**src/rtl/cpu_types_pkg.sv**
```systemverilog
// Shared CPU datapath types: instruction word, register index, opcodes and the
// IF/ID latch state enum.
package cpu_types_pkg;

   localparam int unsigned WORD_W = 32;
   localparam int unsigned REG_W  = 5;
   localparam int unsigned OP_W   = 6;

   typedef logic [WORD_W-1:0] word_t;
   typedef logic [REG_W-1:0]  regbits_t;
   typedef logic [OP_W-1:0]   opcode_t;

   localparam opcode_t HALT = 6'h3F;

   typedef enum logic [0:0] {
      RUN    = 1'b0,
      HALTED = 1'b1
   } ifid_state_t;

   // Instruction plus its PC+4, as carried through the latch and skid buffer
   typedef struct packed {
      word_t instr;
      word_t npc;
   } fetch_t;

   function automatic opcode_t op_of(word_t w);
      return w[31:26];
   endfunction

endpackage

```
**src/rtl/ifid_latch_if.sv**
```systemverilog
// Fetch/hazard-side signals of the IF/ID pipeline latch.
interface ifid_latch_if;
   import cpu_types_pkg::*;

   logic     ihit;
   word_t    imemload;
   word_t    npc;
   logic     stall;
   logic     flush;
   logic     mem_wait;

   word_t    ifid_instr;
   word_t    ifid_npc;
   logic     ifid_valid;
   regbits_t ifid_rs;
   regbits_t ifid_rt;
   logic     pc_en;
   logic     halt;

   // Fetch stage and hazard unit drive the request side
   modport master (
      output ihit, imemload, npc, stall, flush, mem_wait,
      input  ifid_instr, ifid_npc, ifid_valid, ifid_rs, ifid_rt, pc_en, halt
   );

   modport slave (
      input  ihit, imemload, npc, stall, flush, mem_wait,
      output ifid_instr, ifid_npc, ifid_valid, ifid_rs, ifid_rt, pc_en, halt
   );

endinterface

```
**src/rtl/ifid_latch.sv**
```systemverilog
// IF/ID pipeline latch with a one-entry skid buffer that absorbs the
// instruction fetched during a freeze, plus HALT detection.
module ifid_latch
   import cpu_types_pkg::*;
(
   input  logic         CLK,
   input  logic         RST,
   ifid_latch_if.slave  bus
);

   ifid_state_t state_q, state_d;
   fetch_t      latch_q, latch_d;
   fetch_t      buf_q, buf_d;
   logic        valid_q, valid_d;
   logic        buf_valid_q, buf_valid_d;
   logic        halt_q, halt_d;
   logic        freeze;
   logic        flush_go;

   // Next-state: flush squashes everything, freeze holds (and may capture), else advance
   always_comb begin
      state_d     = state_q;
      latch_d     = latch_q;
      valid_d     = valid_q;
      buf_d       = buf_q;
      buf_valid_d = buf_valid_q;
      halt_d      = halt_q;
      freeze      = bus.stall | bus.mem_wait;
      flush_go    = bus.flush & ~bus.mem_wait;

      case (state_q)
         RUN: begin
            if (flush_go) begin
               latch_d     = '0;
               valid_d     = 1'b0;
               buf_valid_d = 1'b0;
            end else if (freeze) begin
               if (bus.ihit && !buf_valid_q) begin
                  buf_d       = '{instr: bus.imemload, npc: bus.npc};
                  buf_valid_d = 1'b1;
               end
            end else begin
               if (buf_valid_q) begin
                  latch_d     = buf_q;
                  valid_d     = 1'b1;
                  buf_valid_d = 1'b0;
               end else if (bus.ihit) begin
                  latch_d = '{instr: bus.imemload, npc: bus.npc};
                  valid_d = 1'b1;
               end else begin
                  latch_d = '0;
                  valid_d = 1'b0;
               end
               if (valid_d && (op_of(latch_d.instr) == HALT)) begin
                  state_d = HALTED;
                  halt_d  = 1'b1;
               end
            end
         end
         HALTED: begin
            // A flush means the HALT sat on the squashed path
            if (flush_go) begin
               latch_d     = '0;
               valid_d     = 1'b0;
               buf_valid_d = 1'b0;
               halt_d      = 1'b0;
               state_d     = RUN;
            end
         end
         default: state_d = RUN;
      endcase
   end

   always_ff @(posedge CLK) begin
      if (RST) begin
         state_q     <= RUN;
         latch_q     <= '0;
         valid_q     <= 1'b0;
         buf_q       <= '0;
         buf_valid_q <= 1'b0;
         halt_q      <= 1'b0;
      end else begin
         state_q     <= state_d;
         latch_q     <= latch_d;
         valid_q     <= valid_d;
         buf_q       <= buf_d;
         buf_valid_q <= buf_valid_d;
         halt_q      <= halt_d;
      end
   end

   // While reset is asserted the post-reset state is RUN with an empty buffer
   assign bus.pc_en      = bus.ihit & (RST | ((state_q == RUN) & ~buf_valid_q));
   assign bus.ifid_instr = latch_q.instr;
   assign bus.ifid_npc   = latch_q.npc;
   assign bus.ifid_valid = valid_q;
   assign bus.ifid_rs    = latch_q.instr[25:21];
   assign bus.ifid_rt    = latch_q.instr[20:16];
   assign bus.halt       = halt_q;

endmodule

```
**src/flat_wrapper.sv**
```systemverilog
// flat-port wrapper written by rule: the top's interface ports become plain ports
module ifid_latch_flat import cpu_types_pkg::*;
  (CLK, RST, bus_ihit, bus_imemload, bus_npc, bus_stall, bus_flush, bus_mem_wait, bus_ifid_instr, bus_ifid_npc, bus_ifid_valid, bus_ifid_rs, bus_ifid_rt, bus_pc_en, bus_halt);
  ifid_latch_if bus_i ();
  input  logic CLK;
  input  logic RST;
  input wire logic [$bits(bus_i.ihit)-1:0] bus_ihit;
  input wire logic [$bits(bus_i.imemload)-1:0] bus_imemload;
  input wire logic [$bits(bus_i.npc)-1:0] bus_npc;
  input wire logic [$bits(bus_i.stall)-1:0] bus_stall;
  input wire logic [$bits(bus_i.flush)-1:0] bus_flush;
  input wire logic [$bits(bus_i.mem_wait)-1:0] bus_mem_wait;
  output wire logic [$bits(bus_i.ifid_instr)-1:0] bus_ifid_instr;
  output wire logic [$bits(bus_i.ifid_npc)-1:0] bus_ifid_npc;
  output wire logic [$bits(bus_i.ifid_valid)-1:0] bus_ifid_valid;
  output wire logic [$bits(bus_i.ifid_rs)-1:0] bus_ifid_rs;
  output wire logic [$bits(bus_i.ifid_rt)-1:0] bus_ifid_rt;
  output wire logic [$bits(bus_i.pc_en)-1:0] bus_pc_en;
  output wire logic [$bits(bus_i.halt)-1:0] bus_halt;
  assign bus_i.ihit = bus_ihit;
  assign bus_i.imemload = bus_imemload;
  assign bus_i.npc = bus_npc;
  assign bus_i.stall = bus_stall;
  assign bus_i.flush = bus_flush;
  assign bus_i.mem_wait = bus_mem_wait;
  assign bus_ifid_instr = bus_i.ifid_instr;
  assign bus_ifid_npc = bus_i.ifid_npc;
  assign bus_ifid_valid = bus_i.ifid_valid;
  assign bus_ifid_rs = bus_i.ifid_rs;
  assign bus_ifid_rt = bus_i.ifid_rt;
  assign bus_pc_en = bus_i.pc_en;
  assign bus_halt = bus_i.halt;
  ifid_latch u_core (.CLK(CLK), .RST(RST), .bus(bus_i));
endmodule
```
**config.mk**
```make
export PLATFORM = sky130hd
export DESIGN_NAME = ifid_latch_flat
export DESIGN_NICKNAME = d
export VERILOG_FILES = /design/src/rtl/cpu_types_pkg.sv /design/src/rtl/ifid_latch_if.sv /design/src/rtl/ifid_latch.sv /design/src/flat_wrapper.sv
export SDC_FILE = /design/constraint.sdc
export NUM_CORES = 1
export LEC_CHECK = 0
export ABC_AREA = 1
export CAP_MARGIN = 20
export CORE_MARGIN = 4
export CORE_UTILIZATION = 35
export CTS_CLUSTER_SIZE = 14
export DETAILED_ROUTE_END_ITERATION = 12
export MAX_ROUTING_LAYER = met4
export PLACE_DENSITY_LB_ADDON = 0.08
export RECOVER_POWER = 25
export SYNTH_ARGS = -nofsm -noshare
export SYNTH_HDL_FRONTEND = slang
export SYNTH_SLANG_ARGS = --single-unit
export TNS_END_PERCENT = 50
```
**constraint.sdc**
```tcl
create_clock -name CLK -period 3.6 [get_ports CLK]
set_input_delay 0.54 -clock CLK [delete_from_list [all_inputs] [get_ports CLK]]
set_output_delay 0.54 -clock CLK [all_outputs]
set_load 0.1 [all_outputs]
```
==> key figures, run 1 <==
Outcome
  – Status: complete, no violations

Drt
  – Residual DRC count: 0
  – DRT antenna net count: 0
  – Vias: 5090
  – Vias per cell: 4.95
  – DR iter-0 viols: 282
  – WL/cell: 15.2 um
  – Total wire length: 15.6 mm
  – Initial DRT Pass Iterations: 5

GRT
  – GRT overflow: 0
  – First-pass GRT wire length: 25.5 mm
  – Largest net degree at the start of global routing: 82
  – Number of global-route vias before repair: 4890
  – Total GRT Usage: 18.6%
  – Initial antenna violation count: 0

Clock tree
  – Skew-Pair Late Insertion Delay: 420 ps
  – Post-CTS Resized: 0
  – Root buffer cell: clkbuf_16
  – CTS tree: done
  – Clk sinks: 132
  – Cts hold-fix bufs: 0
  – Htree depth: 4
  – Clk pin slew, worst setup/hold paths: 50 ps
  – Post-CTS Setup Bufs: 0
  – Num CTS Buffers: 17
  – Clock tree buffer depth: 2

STA
  – PnR worst setup slack: 786 ps
  – Pins Over Slew Limit: 0
  – Skew final: 5.89 ps
  – Crit share post-route: 78.2%
  – Fmax: 355 MHz
  – Final setup TNS: 0 ps
  – Worst hold slack: 364 ps
  – RSZ-0062 raised after global routing: false
  – Endpoints failing setup: 0
  – Hold Fails Final Rpt: 0
  – Relative slew slack: 15.3%
  – Min Tclk post-route: 2810 ps
  – Actual slew at the worst max-slew pin: 1270 ps

Placement
  – DP Area: 6860 um^2
  – PortBufs: 146
  – Gp weighted congestion: 0.776
  – Placed insts: 997
  – Post-DP HPWL: 10.0 mm
  – Place WS: 990 ps

Worst setup path
  – Slowest CP cell: dlygate4sd3_1
  – Worst reg-to-reg setup slack: 1420 ps
  – Crit-path leading delay family: buffers and inverters
  – FF-to-FF path depth: 7
  – Worst Path Required: 3060 ps
  – Buf/Inv on CP: 2
  – CP Max Fanout: 8
  – Crit. End Element: output port
  – Peak per-stage delay on the critical path: 710 ps
  – Crit path DAT: 2270 ps
  – Critical R2R Launch: u_core.buf_valid_q
  – Startpoint Class: input port
  – CP Cell Sequence: dlygate4sd3_1, nand2_1, o21ai_0, buf_4
  – WS Path Type: input port to output port
  – Reg2reg end: u_core.buf_q[12]

Min path
  – Worst Hold End: u_core.bus.halt
  – HP Class: input port to register
  – Hold Path Depth: 2
  – Hold_sp: RST

Synth
  – Compound-gate portion of the synthesized area: 22.7%
  – Largest family of logic cells by synthesized area: compound AO/OA/AOI/OAI gates
  – Post-synthesis mux area share: 0%
  – Sequential area share after synthesis: 48.7%
  – Gate Count Post-Synth: 715
  – Synth Area in XOR/XNOR: 0%
  – Cell area after synthesis: 5420 um^2
  – Post-synthesis area per instance: 7.59 um^2
  – Unique masters post-synth: 21
  – Synth Net Count: 785
  – Ys Warns: 0
  – Synth Area in Adders: 0%
  – Seq cells post-synth: 132
  – Post-Synth Simple-Gate Area: 19.6%

Layout
  – ANT cells: 0
  – Layout cells sized above 1: 6.42%
  – Fin cells: 1029
  – NumNets Final: 898
  – Number of fill cells: 1501
  – Area growth syn-to-layout: 37.4%
  – Fin util: 49.0%
  – Fin area: 7450 um^2

Die
  – Die area: 17600 um^2
  – IO Count: 147
  – Chip height: 132 um
  – # rows: 45
  – Core area: 15200 um^2
  – Initial Util: 35.7%
  – Die X: 132 um

Power
  – Lkg Pwr: 2.79 nW
  – Peak supply drop: 318 uV
  – Pwr/cell area: 540 nW/um^2
  – Tot Pwr: 4.03 mW

Run
  – Max-cap viol count: 0
==> Yosys cell counts <==
library cell,count,area [um^2]
clkbuf_2,2,10.0
inv_4,2,12.5
a21oi_1,106,531
o21ai_0,88,440
inv_2,3,11.3
o21ai_1,5,25.0
buf_2,18,90.1
nand2_4,4,45.0
inv_1,30,113
nor2_4,2,22.5
dfxtp_1,132,2640
buf_4,15,113
nor3_4,1,16.3
a22o_1,27,236
nand4_4,1,21.3
clkbuf_1,22,82.6
nand2_2,1,6.26
buf_6,5,56.3
nor2_1,70,263
nand2_1,175,657
nand3_1,6,30.0
==> registers in the layout (all words and copies together), names as in the netlist <==
name / flops
u_core.buf_q: 64
u_core.buf_valid_q: 1
u_core.bus.halt: 1
u_core.bus.ifid_instr: 32
u_core.bus.ifid_npc: 32
u_core.bus.ifid_valid: 1
u_core.state_q: 1
==> layer usage <==
metal / vias to the layer above / track usage, % / part of all wire, %
li1: 2565 / - / -
met4: 0 / 7.56 / 1.9
met5: - / - / 0
met2: 158 / 29.5 / 48
met1: 2342 / 23.1 / 45
met3: 25 / 4.30 / 5.1
==> cell usage in the layout (no fill, tap or decap), types with 5 or more instances in the layout <==
cell	instances
dfxtp_1	131
o21ai_1	5
nand3_1	6
nor2_1	71
a22o_1	27
buf_4	8
clkinv_2	5
clkdlybuf4s50_1	142
clkbuf_16	17
inv_1	30
o21ai_0	88
nand2_1	176
a21oi_1	106
clkbuf_8	5
==> worst max path at each step <==
stage                       startpoint                        to  depth (start not counted)  slack, ps
after global placement    bus_mem_wait     u_core.bus.ifid_valid                          7        980
final                         bus_ihit                 bus_pc_en                          4        790
after global routing      bus_mem_wait  u_core.bus.ifid_instr[1]                          8        530
after detailed placement  bus_mem_wait     u_core.bus.ifid_valid                          7        990
after CTS                     bus_ihit                 bus_pc_en                          4       1050
after floorplan               bus_ihit                 bus_pc_en                          3        140
==> final cells by class <==
type / count / area, um^2 / share of cell area [%]
well taps: 188 / 235 / 3.16
clock buffers: 23 / 498 / 6.68
clock inverters: 9 / 124 / 1.66
flip-flops and latches: 132 / 2640 / 35.5
repair buffers: 156 / 1550 / 20.8
inverters: 35 / 136 / 1.83
multi-input cells: 486 / 2260 / 30.4
==> cell families after synthesis <==
family / after synthesis
AOI/OAI and AO/OA: 226
buffers and inverters: 97
DFF: 132
and+or+nand+nor: 260
==> report_power, final <==
group / leakage, nW / internal (mW) / total (mW) / switching (mW)
clock: 0.313 / 1.18 / 1.80 / 0.626
sequential: 1.08 / 1.54 / 1.58 / 0.0374
combinational: 1.40 / 0.206 / 0.644 / 0.438
(Power assumes the default switching activity.)
==> inputs of run 2 (changes only) <==
==> constraint.sdc (replaced) <==
create_clock -name CLK -period 2.7 [get_ports CLK]
set_input_delay 0.405 -clock CLK [delete_from_list [all_inputs] [get_ports CLK]]
set_output_delay 0.405 -clock CLK [all_outputs]
set_load 0.1 [all_outputs]
==> run 2 against run 1 <==
Die area unchanged. Final cell count increased by 0.39%. Wire length decreased by 2.1%. Largest cell class unchanged.
==> key figures, run 2 (synthesized netlist as in run 1, its figures left out) <==
Outcome
  – Status: complete, no violations

GRT
  – Total GRT Usage: 18.1% (-0.56 points)
  – First-pass GRT wire length: 25.0 mm (-2.0%)
  – Largest net degree at the start of global routing: 59 (-28%)
  – Initial antenna violation count: 0 (unchanged)
  – GRT overflow: 0 (unchanged)
  – Number of global-route vias before repair: 4953 (+1.3%)

Placement
  – Placed insts: 1001 (+0.40%)
  – Gp weighted congestion: 0.773 (-0.40%)
  – Place WS: 410 ps (-579 ps)
  – DP Area: 6720 um^2 (-2.2%)
  – PortBufs: 146 (unchanged)
  – Post-DP HPWL: 10.0 mm (+0.23%)

Clock tree
  – Clk pin slew, worst setup/hold paths: 60 ps (about the same)
  – CTS tree: done
  – Post-CTS Resized: 0 (unchanged)
  – Post-CTS Setup Bufs: 0 (unchanged)
  – Root buffer cell: clkbuf_16
  – Num CTS Buffers: 17 (unchanged)
  – Htree depth: 4 (unchanged)
  – Clock tree buffer depth: 2 (unchanged)
  – Clk sinks: 132 (unchanged)
  – Cts hold-fix bufs: 0 (unchanged)
  – Skew-Pair Late Insertion Delay: 410 ps (about the same)

STA
  – Crit share post-route: 77.0%
  – Actual slew at the worst max-slew pin: 1240 ps (-27.8 ps)
  – Relative slew slack: 17.5% (+2.2 points)
  – Final setup TNS: 0 ps (unchanged)
  – Min Tclk post-route: 2080 ps
  – Worst hold slack: 359 ps (-5.09 ps)
  – RSZ-0062 raised after global routing: false
  – Hold Fails Final Rpt: 0 (unchanged)
  – Fmax: 481 MHz
  – Skew final: 3.69 ps (-2.20 ps)
  – PnR worst setup slack: 620 ps (-166 ps)
  – Endpoints failing setup: 0 (unchanged)
  – Pins Over Slew Limit: 0 (unchanged)

Layout
  – NumNets Final: 902 (+0.45%)
  – Fin cells: 1033 (+0.39%)
  – Number of fill cells: 1574 (+4.9%)
  – Fin area: 7150 um^2 (-4.1%)
  – Commonest non-fill, non-tap cells in the layout: nand2_1, dfxtp_1, a21oi_1
  – Top reg by flops: u_core.buf_q
  – Layout cells sized above 1: 10.3% (+3.9 points)
  – Fin util: 47.0% (-2.0 points)
  – ANT cells: 0 (unchanged)
  – Max reg flops: 64 (unchanged)
  – Sequential cell area: 2640 um^2 (unchanged)
  – Multi-input logic area: 2290 um^2 (+1.3%)
  – Area growth syn-to-layout: 31.7%
  – Commonest non-fill, non-tap cell in the layout: nand2_1

Die
  – Initial Util: 35.7% (unchanged)
  – Chip height: 132 um (unchanged)
  – Die area: 17600 um^2 (unchanged)
  – Die X: 132 um (unchanged)
  – # rows: 45 (unchanged)
  – Core area: 15200 um^2 (unchanged)
  – IO Count: 147 (unchanged)

Drt
  – WL/cell: 14.8 um (-2.5%)
  – Vias: 5067 (-0.45%)
  – Residual DRC count: 0 (unchanged)
  – Initial DRT Pass Iterations: 4 (-1)
  – Total wire length: 15.3 mm (-2.1%)
  – DRT antenna net count: 0 (unchanged)
  – DR iter-0 viols: 251 (-11%)
  – Vias per cell: 4.91 (-0.84%)

Worst setup path
  – Worst Path Required: 2300 ps (-760 ps)
  – Peak per-stage delay on the critical path: 330 ps (-380 ps)
  – CP Max Fanout: 27 (+19)
  – Critical R2R Launch: u_core.buf_valid_q
  – Slowest CP cell: dfxtp_2
  – CP startpoint: u_core.buf_valid_q
  – Startpoint Class: register
  – Crit. End Element: output port
  – Crit path DAT: 1670 ps (-600 ps)
  – WS Path Type: register to output port
  – CP Cell Sequence: inv_4, nand2_4, o21ai_1, buf_12

Power
  – Lkg Pwr: 2.76 nW (-1.2%)
  – Peak supply drop: 444 uV (+39%)
  – Pwr/cell area: 748 nW/um^2 (+38%)
  – Tot Pwr: 5.35 mW (+33%)

Min path
  – Hold_sp: RST
  – HP Class: input port to register

Run
  – Max-cap viol count: 0 (unchanged)
## run 2: cell count changes in the layout (fill, tap and decap cells not counted), sizes merged
| cell | previous run | this run |
|---|---|---|
| clkinv | 7 | 6 |
| buf | 11 | 41 |
| clkbuf | 24 | 74 |
| inv | 34 | 35 |
| dlygate4sd3 | 2 | 0 |
| clkdlybuf4s50 | 142 | 68 |
## run 2: layout make-up
| cell class | count | share of cell area, % |
|---|---|---|
| clock inverters | 9 | 1.73 |
| multi-input cells | 486 | 32.1 |
| well taps | 188 | 3.29 |
| inverters | 35 | 1.91 |
| clock buffers | 23 | 6.97 |
| flip-flops and latches | 132 | 37.0 |
| repair buffers | 160 | 17.0 |
## run 2: metal layers
| metal | track usage (%) | wire length [um] | vias up |
|---|---|---|---|
| li1 | - | - | 2574 |
| met1 | 22.5 | 7060 | 2337 |
| met2 | 29.2 | 7310 | 135 |
| met3 | 4.03 | 686 | 21 |
| met4 | 6.12 | 259 | 0 |
| met5 | - | 0 | - |
## run 2: critical path: cells and delay by family, from the launching register on
| family | cells | cell delay (ps) |
|---|---|---|
| AO/OA/AOI/OAI | 1 | 320 |
| buffers and inverters | 2 | 450 |
| flip-flops | 1 | 330 |
| AND/OR/NAND/NOR | 1 | 160 |
## run 2: worst paths after layout
check / end / slack (ps) / depth (start not counted)
max: bus_pc_en / 620 / 4
min: u_core.buf_q[60] / 360 / 2
max reg2reg: u_core.buf_q[45] / 800 / 7
min reg2reg: u_core.buf_q[44] / 450 / 2
## run 2: power by group
group	leakage [nW]	internal (mW)	total (mW)	switching (mW)
Clock	0.313	1.57	2.40	0.828
Combinational	1.37	0.255	0.842	0.587
Sequential	1.08	2.06	2.11	0.0501
Total	2.76	3.88	5.35	1.46
==> inputs of run 3 (changes only) <==
==> constraint.sdc (replaced) <==
create_clock -name CLK -period 1.86 [get_ports CLK]
set_input_delay 0.279 -clock CLK [delete_from_list [all_inputs] [get_ports CLK]]
set_output_delay 0.279 -clock CLK [all_outputs]
set_load 0.1 [all_outputs]
==> run 3 against run 2 <==
Design area grew 2.3%. Critical endpoint unchanged. Count of clock-buffer cells in the layout is 1 higher. Worst setup slack got worse by 440 ps. Critical path depth rose by 1. Global-route usage is 0.092 points higher. Final cell count up 0.87%. Clock skew is 4.2 ps higher.
==> key figures, run 3 (synthesized netlist as in run 1, its figures left out) <==
Outcome
  – Status: complete, no violations

Drt
  – Vias per cell: 4.89 (-0.26%)
  – Total wire length: 15.3 mm (about the same)
  – DR iter-0 viols: 271 (+8.0%)
  – Vias: 5098 (+0.61%)
  – Residual DRC count: 0 (unchanged)
  – WL/cell: 14.7 um (-0.82%)
  – DRT antenna net count: 0 (unchanged)
  – Initial DRT Pass Iterations: 4 (unchanged)

Clock tree
  – Skew-Pair Late Insertion Delay: 410 ps (about the same)
  – Clock tree buffer depth: 2 (unchanged)
  – Post-CTS Setup Bufs: 0 (unchanged)
  – CTS tree: done
  – Root buffer cell: clkbuf_16
  – Post-CTS Resized: 0 (unchanged)
  – Clk pin slew, worst setup/hold paths: 60 ps (about the same)
  – Clk sinks: 132 (unchanged)
  – Cts hold-fix bufs: 0 (unchanged)
  – Num CTS Buffers: 17 (unchanged)
  – Htree depth: 4 (unchanged)

Power
  – Combinational share of power: 16.5% (+0.7 points)
  – Clock network power share: 43.5% (-1.3 points)
  – Sw Ratio: 27.7% (+0.32 points)
  – P_sw: 2.12 mW (+45%)
  – Part of the power in registers: 40.0% (+0.6 points)
  – Lkg Pwr: 2.96 nW (+7.4%)
  – Int Power: 5.54 mW (+43%)
  – Peak supply drop: 655 uV (+48%)
  – Pwr/cell area: 1050 nW/um^2 (+40%)

GRT
  – Largest net degree at the start of global routing: 58 (-1.7%)
  – First-pass GRT wire length: 25.3 mm (+1.1%)
  – Initial antenna violation count: 0 (unchanged)
  – Number of global-route vias before repair: 5097 (+2.9%)
  – GRT overflow: 0 (unchanged)
  – Total GRT Usage: 18.2% (+0.092 points)

Worst setup path
  – CP Cell Sequence: clkdlybuf4s50_1, buf_4, nand2_1, o21ai_2, buf_12
  – Slowest CP cell: clkdlybuf4s50_1
  – Crit-path leading delay family: buffers and inverters
  – Worst Path Required: 1580 ps (-720 ps)
  – Crit. End Element: output port
  – Crit path DAT: 1400 ps (-270 ps)
  – WS Path Type: input port to output port
  – Worst reg-to-reg setup slack: 450 ps (-350 ps)
  – Peak per-stage delay on the critical path: 560 ps (+230 ps)
  – Buf/Inv on CP: 3 (+1)
  – CP Max Fanout: 7 (-74%)
  – Startpoint Class: input port

Layout
  – Fin util: 48.1% (+1.1 points)
  – Commonest non-fill, non-tap cell in the layout: nand2_1
  – Area growth syn-to-layout: 34.7%
  – Fin cells: 1042 (+0.87%)
  – Max reg flops: 64 (unchanged)
  – Commonest non-fill, non-tap cells in the layout: nand2_1, dfxtp_1, a21oi_1
  – ANT cells: 0 (unchanged)
  – Top reg by flops: u_core.buf_q
  – Layout cells sized above 1: 17.1% (+6.8 points)
  – NumNets Final: 911 (+1.0%)

STA
  – Fmax: 597 MHz
  – PnR worst setup slack: 185 ps (-436 ps)
  – Pins Over Slew Limit: 0 (unchanged)
  – Endpoints failing setup: 0 (unchanged)
  – Final setup TNS: 0 ps (unchanged)
  – Hold Fails Final Rpt: 0 (unchanged)
  – Min Tclk post-route: 1680 ps
  – Relative slew slack: 61.6% (+44 points)
  – Skew final: 7.88 ps (+4.19 ps)
  – RSZ-0062 raised after global routing: false
  – Actual slew at the worst max-slew pin: 578 ps (-665 ps)
  – Crit share post-route: 90.1%

Placement
  – Place WS: 46.8 ps (-363 ps)
  – PortBufs: 146 (unchanged)
  – Post-DP HPWL: 10.5 mm (+4.3%)
  – Gp weighted congestion: 0.781 (+1.0%)
  – Placed insts: 1010 (+0.90%)

Die
  – IO Count: 147 (unchanged)
  – Die X: 132 um (unchanged)
  – Initial Util: 35.7% (unchanged)
  – Core area: 15200 um^2 (unchanged)
  – Die area: 17600 um^2 (unchanged)
  – # rows: 45 (unchanged)
  – Chip height: 132 um (unchanged)

Run
  – Max-cap viol count: 0 (unchanged)

Min path
  – HP Class: input port to register
## run 3: changes by cell type in the layout (fill, tap and decap cells not counted), sizes merged
cell / delta
dlygate4sd3: +1
clkinv: -2
buf: +17
bufinv: -1
clkinvlp: +3
clkbuf: -7
inv: -1
clkdlybuf4s50: -1
## run 3: worst paths after layout
path                                    startpoint          endpoint  cells past startpoint
worst min-delay path                           RST  u_core.buf_q[60]                      2
worst min register to register    u_core.buf_q[56]  u_core.buf_q[56]                      2
worst max register to register  u_core.buf_valid_q  u_core.buf_q[47]                      7
worst max-delay path                      bus_ihit         bus_pc_en                      5
## run 3: through the flow
step / cell area, um^2 / hold WS, ps / total power [mW]
after global routing: 7310 / 173 / 8.00
after floorplan: 5430 / 421 / 3.99
final: 7310 / 172 / 7.67
after detailed placement: 6820 / 441 / 4.42
after global placement: 6820 / 434 / 4.40
after CTS: 7420 / 166 / 7.77
## run 3: per-layer routing
metal,wire (um),global-route usage (%),vias to the layer above
li1,-,-,2600
met1,6950,21.9,2352
met2,7310,29.9,123
met3,769,4.03,23
met4,289,6.81,0
met5,0,-,-
## run 3: cell type report
class / instances / area, um^2
fillers: 1541 / 7890
clock inverters: 8 / 97.6
multi-input cells: 486 / 2290
inverters: 35 / 136
clock buffers: 24 / 502
well taps: 188 / 235
repair buffers: 169 / 1400
flip-flops and latches: 132 / 2640
## run 3: power groups by stage
stage	Combinational, mW	Sequential, mW	Clock [mW]
6_report	1.27	3.06	3.34
5_1_grt	1.38	3.08	3.54
4_1_cts	1.30	3.06	3.41
3_5_place_dp	1.29	3.12	0
3_3_place_gp	1.28	3.12	0
2_1_floorplan	0.573	3.42	0
